## config.mk

```make
export PLATFORM = sky130hd
export DESIGN_NAME = lc3b_exec_unit
export DESIGN_NICKNAME = d
export VERILOG_FILES = /design/src/rtl/lc3b_types_pkg.sv /design/src/rtl/lc3b_adj.sv /design/src/rtl/lc3b_exec_unit.sv
export SDC_FILE = /design/constraint.sdc
export NUM_CORES = 1
export LEC_CHECK = 0
export ABC_AREA = 1
export CORE_UTILIZATION = 50
export CTS_CLUSTER_DIAMETER = 50
export DETAILED_ROUTE_END_ITERATION = 6
export PLACE_DENSITY = 0.89
export SLEW_MARGIN = 15
export SYNTH_ARGS = -nofsm -noshare
export SYNTH_HDL_FRONTEND = slang
export SYNTH_HIERARCHICAL = 1
export SYNTH_SLANG_ARGS = --single-unit
export TNS_END_PERCENT = 20
```

## constraint.sdc

```tcl
create_clock -name clk -period 3.9 [get_ports clk]
set_clock_uncertainty 0.2 [all_clocks]
set_input_delay 0.585 -clock clk [delete_from_list [all_inputs] [get_ports clk]]
set_output_delay 0.585 -clock clk [all_outputs]
set_load 0.02 [all_outputs]
```

## src/rtl/lc3b_types_pkg.sv

```systemverilog
// Shared LC-3b datapath types: word, ALU operation select and the raw
// IR offset fields that feed the ADJ generators.
package lc3b_types;

  typedef logic [15:0] lc3b_word;

  typedef logic [5:0]  lc3b_offset6;
  typedef logic [8:0]  lc3b_offset9;
  typedef logic [10:0] lc3b_offset11;

  typedef enum logic [2:0] {
    alu_add    = 3'd0,
    alu_and    = 3'd1,
    alu_not    = 3'd2,
    alu_pass   = 3'd3,
    alu_sll    = 3'd4,
    alu_srl    = 3'd5,
    alu_sra    = 3'd6,
    alu_unused = 3'd7
  } lc3b_aluop;

endpackage

```

## src/rtl/lc3b_adj.sv

```systemverilog
// ADJ offset generator: sign-extend an IR offset field to the datapath width
// and shift it left by one, so the result is a byte offset to a word address.
module lc3b_adj #(
  parameter int width     = 9,
  parameter int out_width = 16
) (
  input  logic [width-1:0]     in_off,
  output logic [out_width-1:0] adj
);

  // Replicate the sign bit above the field and append a zero LSB.
  assign adj = {{(out_width - width - 1){in_off[width-1]}}, in_off, 1'b0};

endmodule

```

## src/rtl/lc3b_exec_unit.sv

```systemverilog
// LC-3b execute-stage arithmetic: 16-bit ALU, PC-relative target adder and
// ADJ6/9/11 offset generators, with pipeline-registered ALU and target copies.
//
// Pipeline advance: load is a plain enable with no handshake back-pressure.
// When load=1 at a rising clock edge the EX/MEM copies capture the current
// combinational results; when load=0 they hold (stall). reset_n=0 clears
// them asynchronously and overrides load.
module lc3b_exec_unit
  import lc3b_types::*;
#(
  parameter int WIDTH = 16
) (
  input  logic             clk,
  input  logic             reset_n,
  input  logic             load,
  input  lc3b_aluop        aluop,
  input  logic [WIDTH-1:0] a,
  input  logic [WIDTH-1:0] b,
  input  logic [WIDTH-1:0] pc,
  input  lc3b_offset11     ir_off,
  input  logic             off_sel,
  output logic [WIDTH-1:0] alu_f,
  output logic [WIDTH-1:0] target,
  output logic [WIDTH-1:0] adj6,
  output logic [WIDTH-1:0] alu_q,
  output logic [WIDTH-1:0] target_q
);

  logic [WIDTH-1:0] adj9;
  logic [WIDTH-1:0] adj11;
  logic [WIDTH-1:0] pc_off;
  logic [3:0]       shamt;

  // Offset generators for LDR/STR (6), BR/LEA (9) and JSR (11).
  lc3b_adj #(.width(6),  .out_width(WIDTH)) u_adj6 (
    .in_off (ir_off[5:0]),
    .adj    (adj6)
  );

  lc3b_adj #(.width(9),  .out_width(WIDTH)) u_adj9 (
    .in_off (ir_off[8:0]),
    .adj    (adj9)
  );

  lc3b_adj #(.width(11), .out_width(WIDTH)) u_adj11 (
    .in_off (ir_off),
    .adj    (adj11)
  );

  // Only the low nibble of b is a shift count; upper bits are ignored.
  assign shamt = b[3:0];

  // ALU function select; the spare encoding yields zero.
  always_comb begin
    alu_f = '0;
    case (aluop)
      alu_add:  alu_f = a + b;
      alu_and:  alu_f = a & b;
      alu_not:  alu_f = ~a;
      alu_pass: alu_f = a;
      alu_sll:  alu_f = a << shamt;
      alu_srl:  alu_f = a >> shamt;
      alu_sra:  alu_f = $unsigned($signed(a) >>> shamt);
      default:  alu_f = '0;
    endcase
  end

  // PC-relative target; carry out of the top bit is dropped.
  assign pc_off = off_sel ? adj11 : adj9;
  assign target = pc + pc_off;

  // EX/MEM copies: async clear, capture on load, hold otherwise.
  always_ff @(posedge clk or negedge reset_n) begin
    if (!reset_n) begin
      alu_q    <= '0;
      target_q <= '0;
    end else if (load) begin
      alu_q    <= alu_f;
      target_q <= target;
    end
  end

endmodule

```

**After elaboration in Yosys (flattened, before gate mapping)**

Cells that the tools add are included.

- Shifts and indexed selects: 3
- Muxes and demuxes: 2
- Add/subtract/negate cells: 2
- Eq/ne operators: 6
- Bitwise logic cells: 2
- Reductions and logical operators: 1

Operator list:

| cell | count |
|---|---|
| $pmux W16 S7 | 1 |
| $add A16 B16 Y16 | 2 |
| $and A16 B16 Y16 | 1 |
| $mux W16 | 1 |
| $not A16 Y16 | 1 |
| $shl A16 B4 Y16 | 1 |
| $shr A16 B4 Y16 | 1 |
| $sshr A16 B4 Y16 | 1 |
| $eq A3 B3 Y1 const B | 3 |
| $eq A3 B2 Y1 const B | 2 |
| $eq A3 B1 Y1 const B | 1 |
| $logic_not A3 Y1 | 1 |

- Register bits: 32
- Output and inout port bits: 80
- Word-level logic and storage cells: 18
- Input port bits: 66

**Logic depth before layout (Yosys ltp)**

- Word-level depth: 2
- Mapped depth: 14
- Gate-level depth less buffers: 14

**Hierarchy**

The synthesis kept the hierarchy.

By module, submodules not included:

| module | seq. area each (um2) | times used | area an instance (um2) | cells each |
|---|---|---|---|---|
| lc3b_exec_unit | 800.8 | 1 | 4993.5 | 892 |
| lc3b_adj | 0.0 | 3 | 123.9 | 17 |

**Worst setup path before layout**

Ideal clock, no wire load.

- Kind: in2out
- Start point: input port off_sel
- End point: output port target[11]
- Buffers on the path: 2
- Required time: 3.115 ns
- Stages: 12
- Setup slack: 0.369 ns
- Data arrival time: 2.746 ns
- Path through: clkbuf_1 buf_1 mux2_2 ha_1 nand2_1 inv_1 nand3_1 nand3_1 nand2_1 nand2_1 nor2_1 or2_2

- Cells in the longest elaborated chain, start to end: 2

Ends and longest elaborated chain:

| element | RTL line | text |
|---|---|---|
| from (decl) | lc3b_exec_unit.sv:21 | `input logic off_sel,` |
| $mux W16 | lc3b_exec_unit.sv:69 | `assign pc_off = off_sel ? adj11 : adj9;` |
| $add A16 B16 Y16 | lc3b_exec_unit.sv:70 | `assign target = pc + pc_off;` |
| to (decl) | lc3b_exec_unit.sv:23 | `output logic [WIDTH-1:0] target,` |

Every way passes these cells.

**Worst setup path after layout**

- Start point: input port a[0]
- End point: output port alu_f[8]

- Cells in the longest elaborated chain, start to end: 2
- Elaborated cells between the ends (all ways): 5
- Classes of those cells: add/sub: 1; shift: 3; mux: 1

Ends and longest elaborated chain:

| element | RTL line | text |
|---|---|---|
| from (decl) | lc3b_exec_unit.sv:17 | `input logic [WIDTH-1:0] a,` |
| $add A16 B16 Y16 (tied with other cells) | lc3b_exec_unit.sv:57 | `alu_add: alu_f = a + b;` |
| $pmux W16 S7 (*) | lc3b_exec_unit.sv:56 | `case (aluop)` |
| to (decl) | lc3b_exec_unit.sv:22 | `output logic [WIDTH-1:0] alu_f,` |

Every way passes the cells marked *; elsewhere a longest branch is shown, timed or not.

==> flow_summary_export.csv <==
group,metric,value,unit
outcome,status,"finished, final reports clean",
placed_design,dp_hpwl,15.8,mm
global_routing,met1_usage,43.8,%
power,p_leak,3.98,nW
global_routing,grt_pass1_vias,6440,
route,via_per_inst,5.49,
critical_path,critPathTopFamily,"simple AND/OR/NAND/NOR gates",
die,rows,37,
global_routing,grt_pass1_wl,30.7,mm
die,io_pins,146,
global_routing,grt_use_met2,56.6,%
critical_path,cp_data_required_time,3.12,ns
die,design.die.area,11100,µm²
synthesis,synth_fp_nets,1043,
route,wl_per_cell,15.4,µm
clock_network,cts_tree,"yes",
route,drt_wl_total,19.2,mm
cells_and_area,final_common_cell,"nand2_1",
critical_path,crit_arrival,3.08,ns
cells_and_area,final_cell_mix,"359 x nand2_1, 135 x nand3_1, 120 x clkdlybuf4s50_1, 89 x buf_4, 71 x inv_1",
critical_path,path_buf_inv,2,
clock_network,cts.path.max_buffers,2,
worst_hold_path,hp-class,"reg2reg",
power,ir_worst_vdd,0.000200,V
synthesis,synth_area_leaders,"nand2_1 25%, dfrtp_1 15%, nand3_1 13%, ha_1 7.5%, buf_4 6.9%",
critical_path,critical-path-slowest-cell,"clkdlybuf4s50_1",
timing,setup_viol,0,
critical_path,crit_top_cell,"nand3_1",
power,swShare,43.7,%
critical_path,worst-path-max-fanout,4,
timing,post-route-period-util,99.0,%
cells_and_area,fin_nets,1207,
power,combPwrFrac,62.9,%
cells_and_area,drive_above_1_share,12.9,%
timing,final_hold_viol_count,0,
synthesis,synth_warnings,6,
critical_path,cp-start-kind,"input port",
die,die_h,106,µm
critical_path,cpPeakStageDelay,0.42,ns
critical_path,crit_type,"in2out",
power,switching_power,0.000883,W
placed_design,dp.cells,1236,
route,first_iter_violations,558,
die,initial_core_util,51.7,%
power,p_clk_share,16.2,%
clock_network,hold_buffers,0,
timing,hold_ws,0.279,ns
cells_and_area,final_cell_count_no_fill,1244,
route,drt-pass1-iter-count,6,
clock_network,cts_buffers,5,
synthesis,synth_largest_area_cell,"nand2_1",
synthesis,syn_inst,943,
global_routing,grt_use_total,34.5,%
job,max_cap_viol_count,0,
power,p_int,0.00114,W
synthesis,ys_ff_latch,32,
timing,tightestPinTransition,1.00,ns
route,drc,0,
synthesis,synth_area,5370,µm²
power,power_frac_seq,20.9,%
clock_network,cts.sinks,32,
synthesis,synth_top_flop_cell,"dfrtp_1",
route,postRouteAntennaNets,0,
placed_design,portBuffers,144,
critical_path,path_cells,"clkdlybuf4s50_1 > ha_1 > fa_1 > nand3_1 > nand3_1 > nand2_1 > nand2_1 > or2_2 > nand3_1 > nand4_1 > dlygate4sd2_1",
global_routing,overflow,0,
power,power.density,277,nW/µm²
synthesis,async_flop_share,100,%
route,vias,6833,
clock_network,cts-root-buf,"clkbuf_8",
die,core-area,10400,µm²
cells_and_area,area_growth,36.1,%
global_routing,grt_busiest_layer,"met2",
timing,min_period,3.86,ns
die,die_w,106,µm
placed_design,pre_cts_ws,-0.426,ns
timing,rsz0062_at_grt,"yes",
timing,layout_setup_ws,0.0389,ns
synthesis,synth_cell_types,38,
synthesis,syn_avg_cell_area,5.69,µm²
timing,drv_slew,0,
cells_and_area,antenna-diode-count,0,
clock_network,postCtsSetupBuffers,0,
placed_design,gp_congestion,0.967,
synthesis,synth-edff-count,0,
synthesis,ys_seq_area_share,14.9,%
timing,fmax,259,MHz
cells_and_area,final_util,70.4,%
global_routing,antenna_found_initial,0,
global_routing,grt_start_max_net_pins,34,
clock_network,cts_max_level,2,
global_routing,use_met3,8.16,%
clock_network,clk_pin_slew,0.07,ns
synthesis,yosys.area.top_type_share,25.2,%
clock_network,clock_latency,0.29,ns
timing,slew_headroom,33.2,%
critical_path,cp-end-kind,"primary output",
==> logic make-up after synthesis <==
logic type | synth area share [%]
muxes | 3.54
DFF | 14.9
adders and majority gates | 8.21
xor gates and xnor gates | 1.80
buffers and inverters | 15.0
other | 0.210
AOI/OAI and AO/OA | 8.19
and+or+nand+nor | 48.1
==> power groups by stage <==
stage                     clock [W]  combinational [W]  sequential [W]
after global placement            0            0.00125        0.000425
final                      0.000328            0.00127        0.000422
after detailed placement          0            0.00127        0.000428
after global routing       0.000347            0.00137        0.000429
after floorplan                   0           0.000613        0.000500
after CTS                  0.000330            0.00126        0.000422
==> cell type report <==
class,count,area (µm²)
Multi-Input combinational cell,753,3780
Fill cell,947,3070
Timing Repair Buffer,234,2140
Sequential cell,32,801
Inverter,81,307
Tap cell,136,170
Clock buffer,6,72.6
Clock inverter,2,35.0
==> path summary, 6_finish.rpt <==
kind / startpoint / to / slack (ns) / cells past startpoint
worst max-delay path: a[0] / alu_f[8] / 0.04 / 11
worst min-delay path: alu_q[5]$_DFFE_PN0P_ / alu_q[5]$_DFFE_PN0P_ / 0.28 / 2
worst max register to register: target_q[12]$_DFFE_PN0P_ / target_q[12]$_DFFE_PN0P_ / 2.97 / 2
worst min register to register: alu_q[5]$_DFFE_PN0P_ / alu_q[5]$_DFFE_PN0P_ / 0.28 / 2
max in group asynchronous: reset_n / target_q[1]$_DFFE_PN0P_ / 2.69 / 2
min in group asynchronous: reset_n / alu_q[4]$_DFFE_PN0P_ / 0.50 / 2
==> registers in the layout (all words and copies together) (netlist names) <==
name / cells
target_q: 16
alu_q: 16
==> per-layer routing <==
metal	share of wire [%]	vias up	routed length, µm
met5	0	-	0
met4	4.2	0	805
met3	8.9	72	1700
met2	45	349	8650
met1	42	3056	8040
li1	-	3356	-
==> through the flow <==
stage	cell area (µm²)	power, W	TNS (ns)
floorplan	5370	0.00111	0
global placement	7150	0.00167	-2.76
detailed placement	7150	0.00170	-3.48
CTS	7250	0.00201	0
global route	7300	0.00215	-0.128
finish	7300	0.00202	0
==> repair_timing <==
item,4_1_cts,5_1_grt
gates resized for setup,14,21
endpoints found under the setup margin,15,17
hold endpoints to repair,0,0
pin swaps,0,0
==> worst min-delay path, delay by kind of cell, from the launching register on <==
kind	cells	cell delay, ns
DFF	1	0.34
and+or+nand+nor	2	0.10
==> cell usage after synthesis (2+ instances only) <==
| cell type | n |
|---|---|
| a21o_1 | 4 |
| a21oi_1 | 29 |
| a31oi_1 | 4 |
| and2_1 | 5 |
| buf_1 | 2 |
| buf_2 | 9 |
| buf_4 | 49 |
| buf_6 | 2 |
| clkbuf_1 | 14 |
| conb_1 | 3 |
| dfrtp_1 | 32 |
| fa_1 | 2 |
| ha_1 | 32 |
| inv_1 | 71 |
| inv_2 | 10 |
| mux2_2 | 16 |
| nand2_1 | 360 |
| nand3_1 | 135 |
| nand3_2 | 5 |
| nand3b_1 | 6 |
| nand4_1 | 12 |
| nor2_1 | 67 |
| nor2_2 | 3 |
| nor3_1 | 9 |
| o2111ai_1 | 2 |
| o211ai_1 | 2 |
| o21ai_0 | 28 |
| o21ai_1 | 4 |
| o22ai_1 | 5 |
| or2_2 | 4 |
| xnor2_1 | 3 |
| xor2_1 | 8 |
No activity file was read; power rests on OpenSTA's default activity.
==> patch 1: new RTL, same flow settings <==
Reset style: synchronous (`reset_n`), changed in one clocked block. Comments in the files are not updated.
--- a/src/rtl/lc3b_exec_unit.sv
+++ b/src/rtl/lc3b_exec_unit.sv
@@ -71,5 +71,5 @@
 
   // EX/MEM copies: async clear, capture on load, hold otherwise.
-  always_ff @(posedge clk or negedge reset_n) begin
+  always_ff @(posedge clk) begin
     if (!reset_n) begin
       alu_q    <= '0;
Formal check against the unedited RTL: differs if reset_n is asserted again (counterexample within 4 cycles, from zero or initial values and one cycle with reset_n low); with reset_n held inactive, the same outputs for 10 cycles.
==> patch 1 against the unedited design <==
  * The run now ends with setup timing left
  * Worst setup slack got worse by 0.057 ns
  * Worst hold slack improved by 0.034 ns
  * Combinational power decreased by 7%
  * Synthesized cell count increased by 5.9%
  * Die area increased by 2.3%
  * Routed wire length increased by 7.3%
  * Final area increased by 2.6%
  * Power decreased by 9.4%
  * Sequential cell count unchanged
  * Synthesized area increased by 2.3%
  * Critical path type unchanged
==> patch 1: results (changes against the unedited design) <==
* Area occupied by registers at 640.6 sq um (was 800.8 sq um)
* Remaining antenna violation count at 0 (unchanged)
* Ys async rst share at 0% (was 100.0%)
* Detailed-route wire length at 20600 microns (was 19200 microns)
* PostCTS Resize Cnt at 22 (was 14)
* GR Util All Layers at 36.49% (was 34.54%)
* Multi-Input Combinational at 783 (was 753)
* Final net count at 1278 (was 1207)
* Crit path setup slack, layout at -0.01784 ns (was 0.03890 ns)
* Port Buffers at 144 (unchanged)
* Violated checks: setup timing
* Largest net degree at the start of global routing at 47 (was 34)
* Total number of vias at 7187 (was 6833)
* DP Worst Slack at -0.2739 ns (was -0.4262 ns)
* NonClk Buf Share at 30.21% (was 29.24%)
* Syn. warnings at 6 (unchanged)
* Filler Cell Count at 924 (was 947)
* Post-CTS Setup Bufs at 0 (unchanged)
* Non-clk bufs at 250 (was 234)
* Max incr delay on CP at 0.51 ns (was 0.42 ns)
* Pre-antenna DRT Iters at 5 (was 6)
* First-pass GRT wire length at 33000 microns (was 30750 microns)
* Mapped Nets at 1099 (was 1043)
* Non-clk invs at 106 (was 81)
* Worst-path fanout max at 17 (was 4)
* Finish-stage setup viols at 1 (was 0)
* Top Family by Delay on Critical Path: buffers and inverters (was simple AND/OR/NAND/NOR gates)
* DRT iter0 DRCs at 602 (was 558)
* Worst path slowest cell: clkdlybuf4s50_1 (unchanged)
* Register area share after synthesis at 11.67% (was 14.93%)
* H-tree depth at 2 (unchanged)
* Post-DP HPWL at 16680 microns (was 15820 microns)
* Initial antenna violation count at 1 (was 0)
* Outcome: finished, violations left (was finished, final reports clean)
* Largest cells by area after synthesis: nand2_1, nand3_1, dfxtp_1 (was nand2_1, dfrtp_1, nand3_1)
* IR Drop Worst-Case VDD at 0.2266 mV (was 0.2002 mV)
* Worst slew margin at 41.87% (was 33.22%)
* Multi-input combinational area share at 52.39% (was 51.80%)
* Post-synth cell types at 41 (was 38)
* Most common flop cell mapped by yosys: dfxtp_1 (was dfrtp_1)
* Final-layout clock-cell area share at 1.236% (was 1.473%)
* Gp weighted congestion at 1.059 (was 0.9670)
* Post-synth top cells: nand2_1, nand3_1, nor2_1 (was nand2_1, nand3_1, inv_1)
* Clock transition at the registers of the reported paths at 0.07 ns (about the same)
* Number of global-route vias before repair at 6835 (was 6440)
* Share of layout cells above drive strength 1 at 13.99% (was 12.91%)
* Worst path arrival time at 3.13 ns (was 3.08 ns)
* Worst skew pair latency at 0.28 ns
* Leakage at 4.156 nW (was 3.980 nW)
* Seq Cell Count at 32 (unchanged)
==> patch 1: changes by cell type after synthesis, moves of 6 or more <==
cell / before / now
nand2_1: 360 / 309
nor2_1: 67 / 118
dfrtp_1: 32 / 0
dfxtp_1: 0 / 32
inv_1: 71 / 99
nand3_1: 135 / 153
o21ai_0: 28 / 41
a21oi_1: 29 / 41
inv_2: 10 / 4
==> patch 1: logic make-up (layout without fill, tap and decap cells) <==
group	after synthesis	in the layout	share of synthesized area, %
xor gates and xnor gates	9	9	1.436
AOI/OAI and AO/OA	99	99	9.572
buffers and inverters	184	364	17.46
adders and majority gates	34	34	8.022
DFF	32	32	11.67
and+or+nand+nor	622	622	48.38
muxes	16	16	3.259
other	3	3	0.2051
==> patch 1: where the power goes <==
part,internal (mW),leakage (nW),switching (mW)
sequential,0.358,0.266,0.0156
combinational,0.511,3.84,0.673
clock,0.141,0.0510,0.135
total,1.01,4.16,0.824
==> patch 1: path summary, 6_finish.rpt <==
check | from | to | slack, ns | depth (start not counted)
setup / recovery | off_sel | target[7] | -0.02 | 12
hold / removal | alu_q[12] | alu_q[12] | 0.31 | 2
setup reg to reg | target_q[3] | target_q[3] | 2.87 | 4
hold reg to reg | alu_q[12] | alu_q[12] | 0.31 | 2
==> patch 1: layer usage <==
metal	vias up	track usage, %	wire length, microns
met5	-	0	0
met4	0	17.12	1012
met3	64	4.620	1573
met2	369	61.75	9415
met1	3206	45.80	8595
li1	3548	-	-
==> patch 1: per-stage QoR <==
stage	cell area (sq um)	hold slack (ns)	std cells	setup TNS [ns]
floorplan	5490	0.3899	999	0
detailed placement	7377	0.2949	1307	-2.948
finish	7492	0.3134	1315	-0.01784
global placement	7377	0.2611	1307	-2.174
global route	7492	0.3372	1315	-0.1555
CTS	7463	0.3132	1315	0
==> patch 2: new RTL, same settings <==
Without the edit above. `WIDTH`: 16 -> 20.
--- a/src/rtl/lc3b_exec_unit.sv
+++ b/src/rtl/lc3b_exec_unit.sv
@@ -9,5 +9,5 @@
   import lc3b_types::*;
 #(
-  parameter int WIDTH = 16
+  parameter int WIDTH = 20
 ) (
   input  logic             clk,
Ports: changed (8 resized); port bits go from 146 to 178. The function was not compared with the original's and may differ.
==> patch 2 against the unedited design <==
  * The flow now finishes with violations (setup timing)
  * Worst setup slack lost 0.099 ns
  * Power up 37%
  * Final area increased by 37%
  * Routed wire length is 58% higher
  * Worst hold slack worse by 0.038 ns
  * Synthesized area up 30%
  * First-iteration DRC count rose by 140%
  * Register-to-register slack improved by 0.08 ns
  * Core utilization grew 3.9 points
  * Sequential power rose by 26%
  * Sequential cell count grew 8
  * Critical path depth increased by 3
  * Combinational power is 43% higher
  * Largest power group unchanged
==> patch 2: results (changes against the unedited design) <==
* Multiplexer share of the synthesized area at 3.058% (was 3.545%)
* Max incr delay on CP at 0.61 ns (was 0.42 ns)
* Synth Area in XOR/XNOR at 1.252% (was 1.796%)
* Outcome: finished, violations left (was finished, final reports clean)
* Met2 wire length at 13120 microns (was 8651 microns)
* Gp weighted congestion at 1.060 (was 0.9670)
* Reg-to-Reg Start: target_q[19] (was target_q[12])
* GR Util met3 at 8.491% (was 8.163%)
* Worst-path fanout max at 25 (was 4)
* Register area share after synthesis at 14.31% (was 14.93%)
* Post-route insts no fill at 1659 (was 1244)
* Number of global-route vias before repair at 8787 (was 6440)
* M1 GR Usage at 56.18% (was 43.79%)
* Post-synth cell types at 45 (was 38)
* Total number of vias at 9491 (was 6833)
* Regs by FF count: alu_q: 20 flops, target_q: 20 flops (was alu_q: 16 flops, target_q: 16 flops)
* Port Buffers at 176 (was 144)
* WL met1 at 12970 microns (was 8039 microns)
* Crit path setup slack, layout at -0.06048 ns (was 0.03890 ns)
* Largest cells by area after synthesis: nand2_1, dfrtp_1, nand3_1 (unchanged)
* PostCTS Resize Cnt at 95 (was 14)
* Finish-stage setup viols at 3 (was 0)
* Leakage at 5.228 nW (was 3.980 nW)
* Switching part of the total at 45.36% (was 43.66%)
* Largest net degree at the start of global routing at 49 (was 34)
* Clock Root Buffer: clkbuf_16 (was clkbuf_8)
* Worst slew pin tran at 0.9774 ns (was 1.001 ns)
* Avg WL per Cell at 18.24 microns (was 15.43 microns)
* Clock transition at the registers of the reported paths at 0.06 ns
* Setup slack, reg-to-reg at 3.05 ns (was 2.97 ns)
* Post-synth top cells: nand2_1, nand3_1, inv_1 (unchanged)
* Mapped Nets at 1359 (was 1043)
* Post-DP HPWL at 23600 microns (was 15820 microns)
* Share of layout cells above drive strength 1 at 17.80% (was 12.91%)
* IR Drop Worst-Case VDD at 0.2301 mV (was 0.2002 mV)
* Post-Synth Adder-Cell Area at 7.725% (was 8.209%)
* Filler Cell Count at 1164 (was 947)
* M2 GR Usage at 63.00% (was 56.63%)
* Compound-Gate Fraction of Synth Area at 11.50% (was 8.186%)
* First-pass GRT wire length at 46000 microns (was 30750 microns)
* Violated checks: setup timing
* DRT iter0 DRCs at 1320 (was 558)
* GR Util All Layers at 40.67% (was 34.54%)
patch 2: cell types whose count changed after synthesis, moves of 8 or more:
cell	delta
nor2_1	+13
a21oi_1	+28
ha_1	+8
inv_1	+25
nand3_1	+16
dfrtp_1	+8
buf_4	+13
o21ai_0	+18
nand2_1	+121
o211ai_1	+10
patch 2: how the worst max path moves through the flow:
| stage | from | endpoint | slack [ns] |
|---|---|---|---|
| final | b[0] | alu_f[17] | -0.06 |
| after global routing | b[0] | alu_f[17] | -0.21 |
| after CTS | off_sel | target[15] | -0.08 |
| after detailed placement | off_sel | target[9] | -0.55 |
| after global placement | off_sel | target[9] | -0.51 |
| after floorplan | off_sel | target[12] | 0.26 |
patch 2: layout make-up:
cell class / instances / share of cell area (%)
clock buffers: 5 / 1.252
clock inverters: 2 / 0.1252
inverters: 101 / 3.792
multi-input cells: 996 / 52.65
flip-flops and latches: 40 / 10.01
well taps: 176 / 2.203
repair buffers: 339 / 29.96
patch 2: per-stage QoR:
stage | cell area, sq um | utilization, % | hold slack [ns] | worst slack (ns)
finish | 9997 | 74.31 | 0.2415 | -0.06048
global route | 9997 | 74.31 | 0.2949 | -0.2139
CTS | 9826 | 73.04 | 0.2724 | -0.07958
detailed placement | 9517 | 70.74 | 0.2640 | -0.5482
global placement | 9517 | 70.74 | 0.2552 | -0.5120
floorplan | 6997 | - | 0.08941 | 0.2613
patch 2: critical path, delay by kind of cell:
family | cells | cell delay (ns)
compound gates | 2 | 0.30
buf+inv | 6 | 1.80
simple gates | 6 | 0.48
patch 2: power by group through the flow:
stage               clock network, mW  registers (mW)  logic (mW)
floorplan                           0           0.624       0.811
global placement                    0           0.533        1.71
detailed placement                  0           0.534        1.73
CTS                             0.412           0.530        1.74
global route                    0.431           0.538        1.94
finish                          0.417           0.531        1.82
